File: config.mk
export PLATFORM = sky130hd
export DESIGN_NAME = sad_accum_array
export DESIGN_NICKNAME = d
export VERILOG_FILES = /design/src/rtl/sad_accum_array.sv
export SDC_FILE = /design/constraint.sdc
export NUM_CORES = 1
export LEC_CHECK = 0
export BUFFER_PORTS_ARGS = -buffer_cell sky130_fd_sc_hd__buf_4
export CORE_UTILIZATION = 30
export CTS_CLUSTER_DIAMETER = 50
export CTS_CLUSTER_SIZE = 20
export DETAILED_ROUTE_END_ITERATION = 12
export SYNTH_ARGS = -nofsm -noshare
export SYNTH_HDL_FRONTEND = slang
export SYNTH_SLANG_ARGS = --single-unit
File: constraint.sdc
create_clock -name clk -period 7.38 [get_ports clk]
set_input_delay 0.369 -clock clk [delete_from_list [all_inputs] [get_ports clk]]
set_output_delay 0.369 -clock clk [all_outputs]
set_load 0.05 [all_outputs]
File: src/rtl/sad_accum_array.sv
// sad_accum_array: 16-candidate 4x4 sum-of-absolute-differences accumulator with valid/ready handshakes
module sad_accum_array #(
  parameter int PIX_W = 8,
  parameter int SUM_W = 12
) (
  input  logic                 clk,
  input  logic                 rst_n,
  input  logic                 start,
  input  logic                 pix_valid,
  output logic                 pix_ready,
  input  logic [PIX_W-1:0]     cur_pix,
  input  logic [16*PIX_W-1:0]  ref_pix,
  output logic                 sums_valid,
  input  logic                 sums_ready,
  output logic [SUM_W-1:0]     sum0,
  output logic [SUM_W-1:0]     sum1,
  output logic [SUM_W-1:0]     sum2,
  output logic [SUM_W-1:0]     sum3,
  output logic [SUM_W-1:0]     sum4,
  output logic [SUM_W-1:0]     sum5,
  output logic [SUM_W-1:0]     sum6,
  output logic [SUM_W-1:0]     sum7,
  output logic [SUM_W-1:0]     sum8,
  output logic [SUM_W-1:0]     sum9,
  output logic [SUM_W-1:0]     sum10,
  output logic [SUM_W-1:0]     sum11,
  output logic [SUM_W-1:0]     sum12,
  output logic [SUM_W-1:0]     sum13,
  output logic [SUM_W-1:0]     sum14,
  output logic [SUM_W-1:0]     sum15
);
  typedef enum logic [1:0] {IDLE, ACCUM, HOLD} state_t;
  state_t           state_q, state_d;
  logic [3:0]       cnt_q, cnt_d;
  logic [SUM_W-1:0] sum_q [16];
  logic [SUM_W-1:0] sum_d [16];
  logic [PIX_W-1:0] diff [16];
  logic             beat, clr;
  // state, beat counter and all sixteen accumulators
  always_ff @(posedge clk) begin
    if (!rst_n) begin
      state_q <= IDLE;
      cnt_q   <= '0;
      for (int k = 0; k < 16; k++) sum_q[k] <= '0;
    end else begin
      state_q <= state_d;
      cnt_q   <= cnt_d;
      for (int k = 0; k < 16; k++) sum_q[k] <= sum_d[k];
    end
  end
  // next state: the 16th beat closes the block, a HOLD handshake with start chains straight into ACCUM
  always_comb begin
    state_d = state_q;
    case (state_q)
      IDLE:    state_d = start ? ACCUM : IDLE;
      ACCUM:   state_d = (beat && cnt_q == 4'd15) ? HOLD : ACCUM;
      HOLD:    state_d = sums_ready ? (start ? ACCUM : IDLE) : HOLD;
      default: state_d = IDLE;
    endcase
  end
  // outputs and datapath controls decoded from the current state
  always_comb begin
    pix_ready  = state_q == ACCUM;
    sums_valid = state_q == HOLD;
    beat       = (state_q == ACCUM) && pix_valid;
    clr        = start && ((state_q == IDLE) || ((state_q == HOLD) && sums_ready));
  end
  // per-candidate unsigned absolute difference against the current pixel
  always_comb begin
    for (int k = 0; k < 16; k++)
      diff[k] = (cur_pix >= ref_pix[k*PIX_W +: PIX_W]) ? cur_pix - ref_pix[k*PIX_W +: PIX_W]
                                                     : ref_pix[k*PIX_W +: PIX_W] - cur_pix;
  end
  // accumulate on each beat; a new block clears everything, otherwise values are held
  always_comb begin
    cnt_d = clr ? 4'd0 : beat ? cnt_q + 4'd1 : cnt_q;
    for (int k = 0; k < 16; k++)
      sum_d[k] = clr ? '0 : beat ? sum_q[k] + SUM_W'(diff[k]) : sum_q[k];
  end
  assign sum0  = sum_q[0];
  assign sum1  = sum_q[1];
  assign sum2  = sum_q[2];
  assign sum3  = sum_q[3];
  assign sum4  = sum_q[4];
  assign sum5  = sum_q[5];
  assign sum6  = sum_q[6];
  assign sum7  = sum_q[7];
  assign sum8  = sum_q[8];
  assign sum9  = sum_q[9];
  assign sum10 = sum_q[10];
  assign sum11 = sum_q[11];
  assign sum12 = sum_q[12];
  assign sum13 = sum_q[13];
  assign sum14 = sum_q[14];
  assign sum15 = sum_q[15];
endmodule

* Word-level counts from Yosys, hierarchy flattened
Memories as Yosys holds them, arrays and structs flattened.
Cells that the tools add are included.
** Cells by class
- Add/subtract/negate cells :: 49
- Magnitude comparators :: 16
- Mux-type cells :: 70
- Reduce and logical (&&, ||, !) cells :: 7
- Eq/ne operators :: 3
- Bitwise operators :: 17
** Operators with widths (number)
- two-way mux 12 bit :: 48
- subtractor 8 bit :: 32
- adder 12 x 8 -> 12 bit :: 16
- >= comparator 8 bit :: 16
- two-way mux 8 bit :: 16
- OR 1 bit :: 16
- case mux 2 bit (3 select lines) :: 1
- adder 4 x 1 -> 4 bit, second input constant :: 1
- equality test 4 bit, second input constant :: 1
- logical AND 1 bit :: 4
- two-way mux 2 bit :: 2
- two-way mux 1 bit :: 3
- equality test 2 x 1 -> 1 bit, second input constant :: 1
- equality test 2 bit, second input constant :: 1
- logical NOT 2 bit :: 1
- OR reduction 2 bit :: 1
- logical OR 1 bit :: 1
- inverter 1 bit :: 1
** Storage, ports and cells
- Flip-flop bits (word level) :: 6
- Memories kept :: 1
- Input port bits :: 141
- Memory bits (writable) :: 192
- Word-level logic and storage cells :: 165
** Memories
- sum_q :: depth 16, width 12, rd ports 16, clocked after Yosys merged registers in 0, wr ports 16, RTL line 35 : logic [SUM_W-1:0] sum_q [16];

* Depth between registers and ports, before layout
- Depth in word-level cells :: 6
- Mapped depth :: 15

* Worst setup path before layout
No wires, ideal clock.
- Path kind :: input -> register
- Start :: input port cur_pix[1]
- End :: memory sum_q[6][11], in the netlist sum_q[0][83]
- Library setup time :: 79 ps
- Arrival time :: 4304 ps
- Data required time :: 7301 ps
- Stages on the path :: 12
- Slack :: 2997 ps
- Path through :: inv_1 -> ha_1 -> nand4_1 -> a31oi_1 -> a211oi_4 -> mux2_1 -> ha_1 -> a211o_1 -> a2111oi_4 -> o21bai_1 -> a2111o_1 -> o211ai_1
** RTL lines
- start, declared :: RTL line 11 : input logic [PIX_W-1:0] cur_pix,
- end, declared :: RTL line 35

==> results.ini <==
[power]
combPwrFrac = 0.497
p_seq_frac = 0.269
clkPwrFrac = 0.234
intPower_mw = 2.46
p_total_mw = 4.28
ir_worst_vdd_v = 0.000168
p_sw_mw = 1.82
leakagePower_nw = 12.7
power_density_nw_per_um2 = 157
swShare = 0.426

[drt]
routedWlPerCell_um = 19.1
ant_nets = 0
first_pass_iters = 6
wirelength_mm = 78.9
drtIter0Drc = 1191
dr_total_vias = 22041
drc = 0
post_drt_via_cell_ratio = 5.32

[sta]
fin_crit_ns = 4.71
fin_tns_setup_ns = 0
drv_slew = 0
setup_viol = 0
worst_slew_pin_slew_ns = 0.770
fmax_ghz = 0.212
setup_ws_ns = 2.67
hold_viol = 0
slew_headroom = 0.487
rsz0062_at_grt = no
period_share = 0.638
fin_skew_ns = 0.0209

[clock_tree]
cts_buffers = 17
cts_root_buf = clkbuf_16
clkTransAtPathRegs_ns = 0.09
cts_setup_buffers = 0
cts_tree = done
insertion_delay_ns = 0.52
htreeDepth = 4
hold_buffers = 0
clkSinkCount = 198
cts_resized = 0
clk_path_buf_depth = 2

[job]
max_cap_viol_count = 0

[cells_and_area]
fillers = 8123
postLayoutCoreUtil = 0.356
nets = 3660
drive_above_1_share = 0.136
syn_to_final_growth_pct = 17.0
antenna_cells = 0

[critical_path]
path_class = input port to flop
endpoint_kind = flop
required_ns = 7.84
crit_arrival_ns = 5.17
critPathLaunchType = input port
cp_max_fo = 17

[synthesis]
ys_types = 70
synth_area_per_cell_um2 = 8.12
synth_edf_count = 0
synthCells = 2863
synth_warnings = 0
synth-seq-cells = 198
syn_nets = 3422
netlist_area_um2 = 23200
synthArstFlopShare = 0
synth_top_flop_cell = dfxtp_1
seq_area_frac_synth = 0.171

[global_routing]
grt_max_degree = 89
gr-total-overflow = 0
grt_usage = 0.198
grt_pass1_wl_mm = 121
antenna_found_initial = 2
grt_pass1_vias = 21084

[die]
core_area_um2 = 76300
die_area_um2 = 78600
die_y_um = 280
num_rows = 101
initial_core_util = 0.305
boundaryPins = 335
die_width_um = 280

[min_path]
min-delay-path-class = input port to flop

[placement]
dp_worst_setup_slack_ns = 2.20
place.gp.congestion = 0.887
portBuffers = 334
hpwl_mm = 60.0

[outcome]
status = finished clean

-- critical path: stages --
cell and delay (ns):
buf_4 0.36, clkinv_1 0.48, buf_4 0.38, ha_1 0.45
a21oi_1 0.21, a31oi_1 0.16, a211oi_4 0.47, mux2_1 0.42
ha_1 0.30, a211oi_1 0.46, o21bai_1 0.16, a2111oi_0 0.55
o2111ai_1 0.22, nand3_1 0.12
-- cell families after synthesis --
| kind of cell | after synthesis | share of synthesized area |
|---|---|---|
| buffers and inverters | 367 | 0.0634 |
| and+or+nand+nor | 664 | 0.145 |
| xor gates and xnor gates | 142 | 0.0535 |
| muxes | 128 | 0.0560 |
| AOI/OAI and AO/OA | 946 | 0.271 |
| adders and majority gates | 418 | 0.241 |
| DFF | 198 | 0.171 |
-- sequential cells by signal, summed over array words and instances, names as in the netlist --
name     cells
cnt_q        4
sum_q      192
state_q      2
-- cells in the mapped netlist, types with 37 or more instances --
master,instances,share of area
buf_2,67,0.014
a21oi_1,260,0.056
o21bai_1,41,0.013
xnor2_1,72,0.027
clkbuf_1,60,0.0097
dfxtp_1,198,0.17
xor2_1,70,0.026
ha_1,370,0.20
a31oi_1,62,0.017
nand3_1,57,0.012
a21o_1,105,0.034
nand2_1,221,0.036
mux2i_1,112,0.048
a211oi_1,98,0.032
o21ai_0,166,0.036
fa_1,48,0.041
inv_1,231,0.037
nand4_1,58,0.016
o211ai_1,37,0.012
nor2_1,100,0.016
-- routing by layer --
layer	routed length [µm]	vias to the layer above	track usage
met5	0	-	0
met4	1840	0	0.0624
met3	4330	90	0.0378
met2	36400	546	0.327
met1	36400	10432	0.258
li1	-	10973	-
-- worst paths after layout --
path,from,end,slack (ns),depth (start not counted)
min reg2reg,cnt_q[1],cnt_q[1],0.48,2
max,cur_pix[3],sum_q[0][151],2.67,14
max reg2reg,state_q[0],sum_q[0][11],4.27,6
min,rst_n,state_q[0],0.11,2
-- area by class of cell --
type	count	area (µm²)	area share
repair buffers	353	2660	0.0979
clock inverters	7	97.6	0.00359
clock buffers	22	474	0.0174
inverters	233	875	0.0322
flip-flops and latches	198	3960	0.146
multi-input cells	2298	17800	0.656
well taps	1030	1290	0.0474
-- power groups by stage --
stage | Sequential (mW) | Combinational, mW | Clock, mW
after CTS | 1.15 | 2.12 | 1.05
after detailed placement | 1.18 | 2.11 | 0
final | 1.15 | 2.13 | 1.00
after floorplan | 1.29 | 1.45 | 0
after global routing | 1.16 | 2.36 | 1.07
after global placement | 1.18 | 2.11 | 0
-- placed cells by master (no fill, tap or decap), drive strengths merged, types with 13 or more instances in the layout --
| cell | count |
|---|---|
| a211oi | 115 |
| inv | 230 |
| buf | 353 |
| a21o | 105 |
| and4 | 13 |
| ha | 370 |
| a311oi | 23 |
| o211ai | 37 |
| mux2 | 16 |
| clkbuf | 22 |
| nand3 | 57 |
| fa | 48 |
| dfxtp | 198 |
| o21ai | 175 |
| nand4 | 58 |
| xor2 | 70 |
| xnor2 | 72 |
| and2 | 19 |
| nor4 | 28 |
| nand2 | 221 |
| nor2 | 100 |
| a211o | 25 |
| a31oi | 62 |
| nand2b | 21 |
| or3 | 34 |
| o31ai | 13 |
| o21a | 29 |
| a21oi | 260 |
| nor2b | 16 |
| or4 | 14 |
| nand3b | 25 |
| nor3 | 28 |
| mux2i | 112 |
| o21bai | 41 |
-- stage by stage --
step / std cells / hold slack, ns / area, µm²
after floorplan: 2863 / 0.453 / 23200
after global placement: 4112 / 0.461 / 26600
after detailed placement: 4112 / 0.471 / 26600
after CTS: 4141 / 0.0570 / 27200
after global routing: 4141 / 0.0901 / 27200
final: 4141 / 0.107 / 27200
No activity file was read; power rests on OpenSTA's default activity.
